$ cat config.mk
export PLATFORM = sky130hd
export DESIGN_NAME = mem_port_sequencer
export DESIGN_NICKNAME = d
export VERILOG_FILES = /design/src/rtl/mem_port_sequencer.sv
export SDC_FILE = /design/constraint.sdc
export NUM_CORES = 1
export LEC_CHECK = 0
export CORE_MARGIN = 1.5
export CORE_UTILIZATION = 51
export DETAILED_ROUTE_END_ITERATION = 8
export GPL_ROUTABILITY_DRIVEN = 0
export PLACE_DENSITY = 0.84
export SLEW_MARGIN = 20
export SYNTH_ARGS = -nofsm -noshare
export SYNTH_HDL_FRONTEND = slang
export SYNTH_SLANG_ARGS = --single-unit
$ cat constraint.sdc
create_clock -name clk -period 2.9 [get_ports clk]
set_input_delay 0.29 -clock clk [delete_from_list [all_inputs] [get_ports clk]]
set_output_delay 0.29 -clock clk [all_outputs]
set_load 0.02 [all_outputs]
$ cat src/rtl/mem_port_sequencer.sv
// mem_port_sequencer: latches the two memory-lane requests of one instruction
// and issues them one after the other (lane 1, then lane 2) on the RAM or system
// bus. Each access waits for the bus ack. A lane that waits too long is aborted.
// busy holds the pipeline until both lanes have finished.
//
// state | meaning
// ------+---------------------------------------------------------------
// IDLE  | waiting for start; results and err hold from the last operation
// L1    | lane 1 access on its selected bus, waiting for ack or timeout
// L2    | lane 2 access on its selected bus, waiting for ack or timeout
// DONE  | one-cycle done pulse; busy still high
module mem_port_sequencer #(
  parameter int unsigned TIMEOUT = 15
) (
  input  logic        clk,
  input  logic        rst,
  input  logic        start,
  input  logic        l1_en,
  input  logic        l2_en,
  input  logic        l1_we,
  input  logic        l2_we,
  input  logic        l1_sys,
  input  logic        l2_sys,
  input  logic [31:0] l1_addr,
  input  logic [31:0] l2_addr,
  input  logic [31:0] l1_wdata,
  input  logic [31:0] l2_wdata,
  input  logic [31:0] ram_rdata,
  input  logic [31:0] sys_rdata,
  input  logic        ram_ack,
  input  logic        sys_ack,
  output logic        busy,
  output logic        done,
  output logic        err,
  output logic [31:0] m1_data,
  output logic [31:0] m2_data,
  output logic [31:0] ram_addr,
  output logic [31:0] sys_addr,
  output logic [31:0] ram_wdata,
  output logic [31:0] sys_wdata,
  output logic        ram_r,
  output logic        ram_w,
  output logic        sys_r,
  output logic        sys_w
);

  typedef enum logic [1:0] {IDLE, L1, L2, DONE} state_t;

  typedef struct packed {
    logic        we;
    logic        sys;
    logic [31:0] addr;
    logic [31:0] wdata;
  } lane_t;

  typedef struct packed {
    logic        ram_r;
    logic        ram_w;
    logic        sys_r;
    logic        sys_w;
    logic [31:0] ram_addr;
    logic [31:0] ram_wdata;
    logic [31:0] sys_addr;
    logic [31:0] sys_wdata;
  } bus_t;

  localparam logic [7:0] TIMEOUT_CNT = 8'(TIMEOUT);

  state_t      state;
  lane_t       lane1;
  lane_t       lane2;
  logic        lane2_en;
  bus_t        bus_q;
  logic [7:0]  wait_cnt;

  lane_t       in1;
  lane_t       in2;
  lane_t       cur;
  logic        cur_ack;
  logic [31:0] cur_rdata;
  logic [31:0] cur_result;
  logic        timed_out;

  // Bus drive for one lane: only the selected bus is active, the other stays at 0.
  function automatic bus_t lane_bus(input lane_t ln);
    bus_t b;
    b = '0;
    if (ln.sys) begin
      b.sys_r     = !ln.we;
      b.sys_w     = ln.we;
      b.sys_addr  = ln.addr;
      b.sys_wdata = ln.wdata;
    end else begin
      b.ram_r     = !ln.we;
      b.ram_w     = ln.we;
      b.ram_addr  = ln.addr;
      b.ram_wdata = ln.wdata;
    end
    return b;
  endfunction

  assign in1 = '{we: l1_we, sys: l1_sys, addr: l1_addr, wdata: l1_wdata};
  assign in2 = '{we: l2_we, sys: l2_sys, addr: l2_addr, wdata: l2_wdata};

  // Ack and read data are taken only from the bus the active lane selected.
  assign cur        = (state == L2) ? lane2 : lane1;
  assign cur_ack    = cur.sys ? sys_ack : ram_ack;
  assign cur_rdata  = cur.sys ? sys_rdata : ram_rdata;
  assign cur_result = cur.we ? cur.wdata : cur_rdata;
  assign timed_out  = (wait_cnt == TIMEOUT_CNT);

  // Sequencer FSM. Bus strobes and results are registered and change only with state.
  always_ff @(posedge clk) begin
    if (rst) begin
      state    <= IDLE;
      lane1    <= '0;
      lane2    <= '0;
      lane2_en <= 1'b0;
      bus_q    <= '0;
      wait_cnt <= '0;
      busy     <= 1'b0;
      done     <= 1'b0;
      err      <= 1'b0;
      m1_data  <= '0;
      m2_data  <= '0;
    end else begin
      case (state)
        IDLE: begin
          done <= 1'b0;
          if (start) begin
            lane1    <= in1;
            lane2    <= in2;
            lane2_en <= l2_en;
            m1_data  <= '0;
            m2_data  <= '0;
            err      <= 1'b0;
            wait_cnt <= '0;
            busy     <= 1'b1;
            if (l1_en) begin
              state <= L1;
              bus_q <= lane_bus(in1);
            end else if (l2_en) begin
              state <= L2;
              bus_q <= lane_bus(in2);
            end else begin
              state <= DONE;
              bus_q <= '0;
              done  <= 1'b1;
            end
          end
        end

        L1, L2: begin
          if (cur_ack || timed_out) begin
            // An ack in the timeout cycle counts as a normal completion.
            if (!cur_ack) begin
              err <= 1'b1;
            end
            if (state == L1) begin
              m1_data <= cur_ack ? cur_result : '0;
            end else begin
              m2_data <= cur_ack ? cur_result : '0;
            end
            wait_cnt <= '0;
            if (state == L1 && lane2_en) begin
              state <= L2;
              bus_q <= lane_bus(lane2);
            end else begin
              state <= DONE;
              bus_q <= '0;
              done  <= 1'b1;
            end
          end else begin
            wait_cnt <= wait_cnt + 8'd1;
          end
        end

        DONE: begin
          done  <= 1'b0;
          busy  <= 1'b0;
          state <= IDLE;
        end

        default: begin
          state <= IDLE;
          bus_q <= '0;
          busy  <= 1'b0;
          done  <= 1'b0;
        end
      endcase
    end
  end

  assign ram_r     = bus_q.ram_r;
  assign ram_w     = bus_q.ram_w;
  assign sys_r     = bus_q.sys_r;
  assign sys_w     = bus_q.sys_w;
  assign ram_addr  = bus_q.ram_addr;
  assign ram_wdata = bus_q.ram_wdata;
  assign sys_addr  = bus_q.sys_addr;
  assign sys_wdata = bus_q.sys_wdata;

endmodule
# Word-level counts from Yosys, hierarchy flattened
# Index checks and enable logic that the tools add are counted.
# word_totals
in_bits	203
out_inout_bits	199
ff_bits	342
word_cells	104
# classes
reduce_logical	18
eq_ne	10
muxes	51
n_addsub	1
# ops
cell	count
132-bit 2-to-1 mux	5
64-bit 2-to-1 mux	6
132-bit one-hot mux with 2 select lines	1
32-bit 2-to-1 mux	8
32-bit one-hot mux with 2 select lines	2
66-bit 2-to-1 mux	1
2-bit 2-to-1 mux	9
8-bit 2-to-1 mux	2
8-bit one-hot mux with 2 select lines	1
1-bit 2-to-1 mux	12
2-bit inequality test, second input constant	6
4-bit AND reduction	3
2-bit AND reduction	5
8-bit by 1-bit adder with 8-bit output, second input constant	1
8-bit by 4-bit equality test with 1-bit output, second input constant	1
2-bit one-hot mux with 3 select lines	1
2-bit equality test, second input constant	2
1-bit one-hot mux with 2 select lines	2
2-bit nonzero test	2
1-bit zero test	3
1-bit one-hot mux with 3 select lines	1
3-bit AND reduction	1
2-bit by 1-bit equality test with 1-bit output, second input constant	1
2-bit zero test	1
other kinds (3)	3

# Longest topological paths before layout
# depth
word_depth	8
mapped_depth	10
depth_no_buf	6

# Least setup slack after synthesis
# No wires, ideal clock.
# synth_path
path_kind	reg2reg
from	register state[0]
to	register m1_data[0]
path_slack_ps	560
t_arrival_ps	2268
t_required_ps	2828
setup_ps	72
stages_incl_launch_ff	11
cell_sequence	dfxtp_1 > inv_1 > ha_1 > buf_2 > mux2i_4 > mux2i_1 > buf_2 > a21o_1 > clkbuf_1 > buf_2 > mux2i_1
# synth_via
elab_chain_cells	8
elab_cells_between_ends	18
cone_classes	5 x eq/ne; 8 x mux; 5 x reduce/logical
# synth_lines
item	line_no	source
start, declared	69	state_t state;
start signal, assigned	115	state <= IDLE;
start signal, assigned	140	state <= L1;
start signal, assigned	143	state <= L2;
2-bit equality test	106, 127	
66-bit 2-to-1 mux	106	assign cur = (state == L2) ? lane2 : lane1;
32-bit 2-to-1 mux	108	assign cur_rdata = cur.sys ? sys_rdata : ram_rdata;
32-bit 2-to-1 mux	109	assign cur_result = cur.we ? cur.wdata : cur_rdata;
32-bit 2-to-1 mux	160	m1_data <= cur_ack ? cur_result : '0;
32-bit 2-to-1 mux	159	if (state == L1) begin
32-bit 2-to-1 mux	154	if (cur_ack || timed_out) begin
32-bit one-hot mux with 2 select lines	127	case (state)
end signal, assigned	160	
end, declared	35	output logic [31:0] m1_data,
# Parallel ways exist; a longest one is shown, timed or not. The select of a mux whose other input is x is not followed.
# A chain may end at the register's enable or synchronous reset.

# Worst setup path after layout
# layout_path
from	register state[0]
to	register m2_data[16]
# layout_via
elab_chain_cells	8
elab_cells_between_ends	18
cone_classes	5 x eq/ne; 8 x mux; 5 x reduce/logical
# layout_lines
item	line_no	source
2-bit equality test	106, 127	
66-bit 2-to-1 mux	106	
32-bit 2-to-1 mux	108	
32-bit 2-to-1 mux	109	
32-bit 2-to-1 mux	162	m2_data <= cur_ack ? cur_result : '0;
32-bit 2-to-1 mux	159	
32-bit 2-to-1 mux	154	
32-bit one-hot mux with 2 select lines	127	
end signal, assigned	162	
end, declared	36	output logic [31:0] m2_data,
# Parallel ways exist; a longest one is shown, timed or not. The select of a mux whose other input is x is not followed.

==> impl_metrics.csv <==
group,metric,value,unit
worst_setup_path,crit_fanout,32,
clocking,cts_tree,"yes",
grt,grtUsageTotal,30.4,%
clocking,path_clk_slew,0.06,ns
sta,rsz0062_at_grt,"no",
synth,synth_area,17800,um2
die,ios,402,
power,power_density,762,nW/um2
sta,period_share,90.5,%
sta,fin_crit,2.63,ns
route,drt_iter0_markers,1437,
layout,mostFrequentLayoutCell,"clkdlybuf4s50_1",
clocking,cts_sinks,310,
die,dieArea,36100,um2
synth,yosysSeqAreaShare,34.8,%
worst_setup_path,timing_worst_setup_path_type,"flop to flop",
worst_setup_path,ff2ff_setup_slack,0.27,ns
layout,layout_common_cells,"396 x clkdlybuf4s50_1, 371 x nand2_1, 310 x dfxtp_1",
run_status,status,"finished clean",
job,drv_cap,0,
sta,slew_violations,0,
clocking,clock_path_buffers,3,
worst_setup_path,crit_path_end_kind,"flop",
layout,nets,2565,
sta,tns,0,ns
sta,relSlewSlack,28.0,%
synth,synth_edf_count,0,
clocking,insertion_delay,0.53,ns
sta,fin_skew,0.0230,ns
grt,overflow,0,
clocking,htreeDepth,2,
sta,fmax,381,MHz
synth,synthCells,2094,
worst_setup_path,cp.required,3.34,ns
synth,ys_async_sr_fraction,0,%
grt,grt_max_degree,132,
worst_setup_path,arrival,3.07,ns
clocking,ctsHoldBuffers,0,
power,ir_worst_vdd,0.965,mV
hold_path,hold_path_class,"input pin to flop",
die,start_util,51.7,%
route,wl_per_cell,20.2,um
clocking,ctsResizeCount,0,
placement,dp_hpwl,37700,um
sta,hold_viol_final,0,
worst_setup_path,reg2regPathDepth,6,
route,num_vias,16700,
clocking,cts_root_buf,"clkbuf_16",
synth,yosysUniqueCellTypes,44,
sta,worstMarginPinSlew,1.08,ns
grt,grt_pass1_wl,88700,um
layout,area_growth,30.8,%
die,rows,68,
synth,yosys_warnings,0,
layout,layout-drive-gt1-share,11.9,%
synth,synthFlopType,"dfxtp_1",
grt,antenna_found_initial,9,
route,ant_nets,0,
clocking,post_cts_buffers,0,
hold_path,holdPathStages,2,
die,die_w,190,um
route,drtPass1Iterations,5,
grt,grt_pass1_vias,16100,
route,drt-total-wl,57500,um
power,leakage,9.29,nW
worst_setup_path,start_kind,"flop",
sta,setup_viol,0,
clocking,cts_made_buffers,35,
synth,syn_nets,2303,
die,die_y,190,um
sta,whs,0.222,ns
synth,avgSynthCellArea,8.52,um2
route,drc,0,
die,coreArea,34500,um2
placement,io_buffers,401,
route,vias_per_cell,5.85,
synth,ys_ff_latch,310,
[per-stage QoR]
step | setup WS (ns) | cells | utilization (%) | area (um2) | total power, mW
floorplan | 0.560 | 2094 | - | 17800 | 10.5
global placement | 0.386 | 2774 | 64.0 | 22100 | 12.8
detailed placement | 0.312 | 2774 | 64.0 | 22100 | 13.0
CTS | 0.280 | 2837 | 67.6 | 23300 | 17.8
global route | 0.0763 | 2845 | 67.7 | 23300 | 18.5
finish | 0.274 | 2845 | 67.7 | 23300 | 17.8
[power by group]
part	switching [mW]	internal, mW
Sequential	0.476	4.94
Combinational	4.24	3.35
Clock	1.83	2.95
[cells by family (layout without fill, tap and decap cells)]
group                      Yosys count  count (layout)  synth area share [%]
and+or+nand+nor                    872             872                  29.0
adders and majority gates            6               6                 0.421
muxes                              269             269                  18.0
other                                0               8                     0
DFF                                310             310                  34.8
AOI/OAI and AO/OA                  413             413                  12.3
buffers and inverters              219             507                  5.23
xor gates and xnor gates             5               5                 0.246
[synth_stat cells (2+ instances only)]
cell type / instances / area, um2
xnor2_1: 2 / 17.5
nor3b_1: 2 / 15.0
nand4_1: 5 / 31.3
xor2_1: 3 / 26.3
nor2_1: 10 / 37.5
nand3b_1: 2 / 15.0
a21oi_1: 237 / 1190
nand2b_1: 69 / 432
o21ai_0: 133 / 666
nor4b_1: 3 / 26.3
nor4bb_1: 66 / 661
ha_1: 6 / 75.1
mux2_4: 80 / 1200
mux2_2: 88 / 991
clkbuf_1: 177 / 664
nand2_1: 372 / 1400
and3b_1: 66 / 578
and4b_1: 66 / 661
a21o_1: 2 / 15.0
and3_1: 66 / 413
mux2i_1: 100 / 1000
nor2b_1: 134 / 838
buf_1: 13 / 48.8
a31oi_1: 2 / 12.5
buf_6: 11 / 124
nand3_1: 2 / 10.0
buf_2: 10 / 50.1
buf_4: 4 / 30.0
inv_1: 4 / 15.0
dfxtp_1: 310 / 6210
nor3_1: 5 / 25.0
o211ai_1: 32 / 240
[path summary, 6_finish.rpt]
path                  to      from
min reg2reg     lane1[8]  lane1[8]
min             lane1[5]       rst
max reg2reg  m2_data[16]  state[0]
max          m2_data[16]  state[0]
[registers in the layout (all words and copies together), names as in the netlist]
signal,flops
lane2_en,1
sys_addr,32
m1_data,32
done,1
ram_r,1
busy,1
err,1
ram_wdata,32
wait_cnt,8
lane1,34
lane2,66
ram_w,1
sys_r,1
m2_data,32
sys_wdata,32
ram_addr,32
state,2
sys_w,1
[cell type report]
class | count | area [um2]
clock buffer | 48 | 1040
sequential | 310 | 6210
antenna | 8 | 20.0
fill | 2742 | 11100
clock inverter | 15 | 215
timing repair buffer | 440 | 4530
inverter | 4 | 16.3
multi-input combinational | 1565 | 10700
tap | 455 | 569
[per-layer routing]
metal / up-vias / wire length [um] / global-route usage (%)
li1: 7837 / - / -
met1: 7869 / 24200 / 40.6
met2: 811 / 26000 / 47.7
met3: 132 / 5210 / 6.05
met4: 2 / 2110 / 13.1
met5: - / 19 / 0
[worst max-delay path: stages, from the launching register on]
cell	delay, ns
dfxtp_1	0.33
inv_1	0.13
ha_2	0.26
mux2i_4	0.27
mux2i_1	0.33
a221o_2	0.93
mux2i_1	0.28
(Power assumes the default switching activity.)
